--- config.mk ---
export PLATFORM = sky130hd
export DESIGN_NAME = band_envelope_accumulator
export DESIGN_NICKNAME = d
export VERILOG_FILES = /design/src/rtl/band_envelope_accumulator.sv
export SDC_FILE = /design/constraint.sdc
export NUM_CORES = 2
export LEC_CHECK = 0
export CAP_MARGIN = 20
export CORE_ASPECT_RATIO = 0.8
export CORE_MARGIN = 1
export CORE_UTILIZATION = 35
export CTS_BUF_LIST = sky130_fd_sc_hd__clkbuf_16
export CTS_CLUSTER_SIZE = 24
export DETAILED_ROUTE_END_ITERATION = 10
export DONT_BUFFER_PORTS = 1
export PLACE_DENSITY = 0.58
export SYNTH_ARGS = -nofsm -noshare
export SYNTH_HDL_FRONTEND = slang
export SYNTH_SLANG_ARGS = --single-unit
--- constraint.sdc ---
create_clock -name clk_en -period 29.6 [get_ports clk_en]
set_input_delay 2.96 -clock clk_en [delete_from_list [all_inputs] [get_ports clk_en]]
set_output_delay 2.96 -clock clk_en [all_outputs]
set_load 0.02 [all_outputs]
--- src/rtl/band_envelope_accumulator.sv ---
// rtl/band_envelope_accumulator.sv - per-band |x| accumulation over a frame window with a single-entry output buffer
// One window close produces one envelope vector; a full, stalled buffer drops the newer result and flags overrun.
module band_envelope_accumulator #(
   parameter  int NBANDS    = 16,
   parameter  int IN_W      = 35,
   parameter  int WINDOW    = 64,
   parameter  int OUT_SHIFT = 17,
   parameter  int OUT_W     = 24,
   localparam int CNT_W     = $clog2(WINDOW)
) (
   input  logic                    clk_en,
   input  logic                    reset,
   input  logic                    in_en,
   input  logic [NBANDS*IN_W-1:0]  band_in,
   input  logic                    out_ready,
   output logic                    out_valid,
   output logic [NBANDS*OUT_W-1:0] out_data,
   output logic [CNT_W-1:0]        win_cnt,
   output logic                    overrun
);

   localparam int MAG_W  = IN_W - 1;
   localparam int ACC_W  = MAG_W + CNT_W;
   localparam int WIDE_W = ACC_W + OUT_W;

   typedef enum logic {EMPTY, FULL} state_t;
   state_t state, state_nxt;

   logic [IN_W-1:0]          x_val   [NBANDS];
   logic [IN_W-1:0]          x_neg   [NBANDS];
   logic [MAG_W-1:0]         mag     [NBANDS];
   logic [ACC_W-1:0]         acc     [NBANDS];
   logic [ACC_W-1:0]         sum     [NBANDS];
   logic [WIDE_W-1:0]        shifted [NBANDS];
   logic [NBANDS*OUT_W-1:0]  result;
   logic                     close;
   logic                     load;
   logic                     set_ovr;

   assign close     = in_en && (win_cnt == CNT_W'(WINDOW - 1));
   assign out_valid = (state == FULL);

   // Negating the most negative input overflows back to itself; clamp it to the largest magnitude.
   always_comb begin
      result = '0;
      for (int b = 0; b < NBANDS; b++) begin
         x_val[b] = band_in[b*IN_W +: IN_W];
         x_neg[b] = ~x_val[b] + IN_W'(1);
         if (!x_val[b][IN_W-1])
            mag[b] = x_val[b][IN_W-2:0];
         else if (x_neg[b][IN_W-1])
            mag[b] = {MAG_W{1'b1}};
         else
            mag[b] = x_neg[b][IN_W-2:0];
         sum[b]     = acc[b] + ACC_W'(mag[b]);
         shifted[b] = WIDE_W'(sum[b] >> OUT_SHIFT);
         if (shifted[b] > WIDE_W'({OUT_W{1'b1}}))
            result[b*OUT_W +: OUT_W] = {OUT_W{1'b1}};
         else
            result[b*OUT_W +: OUT_W] = shifted[b][OUT_W-1:0];
      end
   end

   always_comb begin
      state_nxt = state;
      load      = 1'b0;
      set_ovr   = 1'b0;
      case (state)
         EMPTY: begin
            if (close) begin
               load      = 1'b1;
               state_nxt = FULL;
            end
         end
         FULL: begin
            if (close) begin
               if (out_ready) load    = 1'b1;
               else           set_ovr = 1'b1;
            end else if (out_ready) begin
               state_nxt = EMPTY;
            end
         end
         default: state_nxt = EMPTY;
      endcase
   end

   always_ff @(posedge clk_en) begin
      if (reset) begin
         state    <= EMPTY;
         out_data <= '0;
         win_cnt  <= '0;
         overrun  <= 1'b0;
         for (int b = 0; b < NBANDS; b++) acc[b] <= '0;
      end else begin
         state <= state_nxt;
         if (load)    out_data <= result;
         if (set_ovr) overrun  <= 1'b1;
         // WINDOW is a power of two, so the counter wraps to zero on the closing frame.
         if (in_en) begin
            win_cnt <= win_cnt + CNT_W'(1);
            for (int b = 0; b < NBANDS; b++) acc[b] <= close ? '0 : sum[b];
         end
      end
   end

endmodule

======== Word-level counts from Yosys, hierarchy flattened ========
Memories as Yosys holds them, arrays and structs flattened.
Index checks and enable logic that the tools add are counted.
cells by class
  add/subtract/negate cells ............... 33
  $mul .................................... 0
  divide/modulo/power cells ............... 0
  magnitude comparators ................... 16
  equality and inequality tests ........... 1
  shifts and indexed selects .............. 0
  muxes and demuxes ....................... 94
  bitwise logic cells ..................... 33
  reduce and logical (&&, ||, !) cells .... 1
operator list
  operator                 number
  $mux W40                 32
  $mux W34                 32
  $add A40 B34 Y40         16
  $add A35 B1 Y35 const B  16
  $not A35 Y35             16
  $gt A23 B24 Y1 const B   16
  $mux W24                 16
  $or A1 B1 Y1             16
  $mux W1                  12
  $add A6 B1 Y6 const B    1
  $eq A6 B6 Y1 const B     1
  $pmux W1 S2              2
  $logic_and A1 B1 Y1      1
  $not A1 Y1               1
word-level totals
  bits in registers ....................... 392
  latch bits .............................. 0
  bits in writable memories ............... 640
  memory bits (read-only) ................. 0
  bits of input ports ..................... 564
  output and inout bits ................... 392
  logic and storage cells ................. 183
  memories kept ........................... 1
memory list
  name  words  bits a word  rd ports  clocked after Yosys merged registers in  write ports  line  RTL
  acc   16     40           16        0                                        16           32    logic [ACC_W-1:0] acc [NBANDS];

======== Depth between registers and ports, before layout ========
  word-level depth ........................ 7
  depth in mapped cells ................... 27
  mapped depth without buffers ............ 24

======== Least setup slack after synthesis ========
OpenSTA, ideal clock, no wires.
  path kind ............................... input port to flip-flop
  from .................................... input port reset
  to ...................................... memory acc[0][0] (netlist name) (enable)
  library setup time ...................... 0.745 ns
  data arrival time ....................... 11.398 ns
  data required time ...................... 28.855 ns
  slack ................................... 17.458 ns
  stages on the path ...................... 4
  path buffers ............................ 3
  cell sequence ........................... clkbuf_1 -> clkbuf_1 -> clkbuf_1 -> or2_2
RTL lines
  item             line  RTL
  start, declared  12    input logic reset,
  end, declared    32

======== Worst setup path in the final report ========
  from .................................... input port band_in[490]
  to ...................................... register out_data[355]
between the ends
  longest elaborated chain between the ends .. 7
ends and longest elaborated chain
  item                  line  RTL
  start, declared       14    input logic [NBANDS*IN_W-1:0] band_in,
  $not A35 Y35          48    x_neg[b] = ~x_val[b] + IN_W'(1);
  $add A35 B1 Y35       48
  $mux W34              51    else if (x_neg[b][IN_W-1])
  $mux W34 *            49    if (!x_val[b][IN_W-1])
  $add A40 B34 Y40 *    55    sum[b] = acc[b] + ACC_W'(mag[b]);
  $gt A23 B24 Y1        57    if (shifted[b] > WIDE_W'({OUT_W{1'b1}}))
  $mux W24 *            57
  end signal, assigned  96    if (load) out_data <= result;
  end, declared         17    output logic [NBANDS*OUT_W-1:0] out_data,
Every way passes the cells marked *; elsewhere a longest branch is shown, timed or not.
A chain may end at the register's enable or synchronous reset.

==> out/metrics.cfg <==
[global_routing]
grtUsageMet1_pct = 30.6
antenna_found_initial = 6
grt_max_degree = 247
grt_overflow_total = 0
gr-usage-met3_pct = 4.34
grt_pass1_vias = 68100
grt.total_usage_pct = 23.1
busiest_layer = met2
grt_first_pass_wirelength_um = 423000
gr-usage-met2_pct = 37.0

[detailed_routing]
detail_route.first_pass.iterations = 6
via_per_inst = 5.84
ant_nets = 0
wirelength_um = 283000
drt-initial-drc-count = 6207
post_drt_wl_per_cell_um = 22.3
post-route-drc-count = 0
route.vias.total = 73900

[sta]
worst_clock_skew_ns = 0.0348
fmax_ghz = 0.102
hold_violations = 0
final.period_utilization_pct = 33.2
tightest_slew_ns = 1.08
slew_headroom_pct = 26.2
setup_viol = 0
rsz0062_at_grt = no
tns_ns = 0
fin_crit_ns = 9.84
slew_violations = 0
setup_ws_ns = 19.76

[clocking]
numClockSinks = 1016
cts_made_buffers = 119
insertion_delay_ns = 0.76
cts_resized = 0
post_cts_buffers = 0
cts-hold-fix-buffers = 0
clk_pin_slew_ns = 0.07
clock_path_buffers = 3
tritoncts = done
root_buffer = clkbuf_16
h-tree-depth = 3

[yosys]
async_flop_share_pct = 0
synth_enable_flop_cells = 640
netlist_area_um2 = 80600
ys_types = 95
synth_common_cells = nor2_1, nand2_1, o21ai_0
synthTopCellsByArea = edfxtp_1, dfxtp_1, ha_1, o21ai_0, nor2_1
synth-seq-area-share_pct = 33.2
post-synth-top-area-cell = edfxtp_1
synth-seq-cells = 1016
synth_cells = 9821
synth_area_per_cell_um2 = 8.21
synth_flop_cell = edfxtp_1
synth_warnings = 0
synth.top_cell.area_share_pct = 23.8
yosysMostFrequentCell = nor2_1

[placed_design]
place_area_um2 = 83000
portBuffers = 0
gp_congestion = 0.958
place_ws_ns = 19.08
dp_cells = 12400
dp_hpwl_um = 213000

[die]
die_h_um = 431
die_x_um = 539
start_util_pct = 35.2
placementRows = 157
core-area_um2 = 229000
dieArea_um2 = 232000
io_pins = 956

[worst_setup_path]
worstPathCellList = inv_1 > ha_1 > or3b_2 > nor4_1 > nand4_1 > or3_1 > or3_1 > or3_1 > nor2_2 > buf_4 > nor2b_1 > buf_4 > a31oi_1 > ha_1 > a21oi_1 > a21boi_0 > o2111ai_1 > a2111oi_0 > o211a_1 > o211ai_1 > a21boi_0 > or3_1 > a21oi_1 > a2111oi_0
slowest_stage = a2111oi_0
r2r_start = win_cnt[0]
crit_path_start_kind = input port
crit_type = input port to flop
cp-end-kind = flop
reg2reg_depth = 9
slowest_delay_ns = 0.93
cp.required_ns = 30.23
cp_max_fo = 18
r2r_slack_ns = 25.18
crit_path_frequent_cell = or3_1
critPathArrivalTime_ns = 10.47
rr_endpoint = out_data[183]

[layout]
stdcell_count = 12700
fin_nets = 10700
drive_above_1_share_pct = 3.68
area_delta_synth_final_pct = 7.93
postLayoutCellArea_um2 = 87000

[power_and_ir_drop]
leakagePower_nw = 35.4
powerDensity_nw_per_um2 = 68.6
p_total_mw = 5.97
irDropWorstVdd_v = 0.0000409

[worst_hold_path]
worstHoldEndpoint = out_data[248]
min_path_type = flop to flop
hold_depth = 2
min-delay-start = out_data[248]

[flow_run]
cap_viol_max_count = 0

[run_status]
status = finished clean

==> worst max-delay path: cells and delay by family <==
family                     cells  cell delay, ns
and+or+nand+nor                9            3.21
AOI/OAI and AO/OA             10            3.30
buffers and inverters          3            0.58
adders and majority gates      2            0.40
==> area by class of cell <==
| class | instances | area, µm² |
|---|---|---|
| well taps | 3021 | 3780 |
| clock inverters | 99 | 778 |
| inverters | 241 | 912 |
| flip-flops and latches | 1016 | 26700 |
| multi-input cells | 8094 | 51200 |
| diodes | 1 | 2.50 |
| fillers | 23300 | 142000 |
| repair buffers | 51 | 447 |
| clock buffers | 128 | 3200 |
==> placed cells by master (no fill, tap or decap), drive strengths merged, types with 109 or more instances in the layout <==
cell / n
nor2: 1067
nand2: 1020
o21ai: 839
a21oi: 727
edfxtp: 640
ha: 576
xor2: 436
a21o: 406
dfxtp: 376
xnor2: 299
inv: 281
nand3: 257
nor3: 245
a31oi: 213
and2: 177
or3: 151
o21a: 142
clkbuf: 128
or4: 117
o31ai: 114
nand4: 113
and3: 109
==> sequential cells by signal, summed over array words and instances, names as in the netlist <==
register,count
acc,640
out_data,368
win_cnt,6
out_valid,1
overrun,1
==> stage by stage <==
stage               utilization, %  hold slack, ns
floorplan                        -           0.512
global placement              36.3           0.537
detailed placement            36.3           0.552
CTS                           38.0           0.561
global route                  38.0           0.581
finish                        38.0           0.561
==> metal layers <==
metal | part of all wire (%) | wire (µm) | vias to the layer above
met1 | 44 | 125000 | 35500
met5 | 0.0046 | 13 | -
met3 | 6.6 | 18500 | 438
met2 | 45 | 126000 | 2429
li1 | - | - | 35600
met4 | 4.4 | 12600 | 2
==> worst max-delay path by stage <==
| stage | start | end | slack [ns] | depth (start not counted) |
|---|---|---|---|---|
| finish | band_in[490] | out_data[355] | 19.76 | 24 |
| global route | band_in[490] | out_data[355] | 19.03 | 24 |
| CTS | band_in[490] | out_data[355] | 19.95 | 24 |
| detailed placement | band_in[490] | out_data[355] | 19.08 | 24 |
| global placement | band_in[455] | out_data[330] | 19.38 | 23 |
| floorplan | reset | acc[0][0] | 17.46 | 4 |
==> cells by family (layout without fill, tap and decap cells) <==
family	count (synthesis)	count (layout)	synth area share, %
compound gates	3036	3036	23.7
xor+xnor	735	735	7.98
fa+ha+maj	592	592	9.34
buf+inv	726	519	3.52
flops	1016	1016	33.2
mux	28	28	0.354
other cells	1	17	0.00465
simple gates	3687	3687	21.9
==> power by group <==
group / leakage [nW] / switching (mW) / internal (mW)
sequential: 10.0 / 0.0928 / 1.78
clock: 2.06 / 0.677 / 0.859
combinational: 23.4 / 1.55 / 1.01
Power figures use the tool's default switching activity.
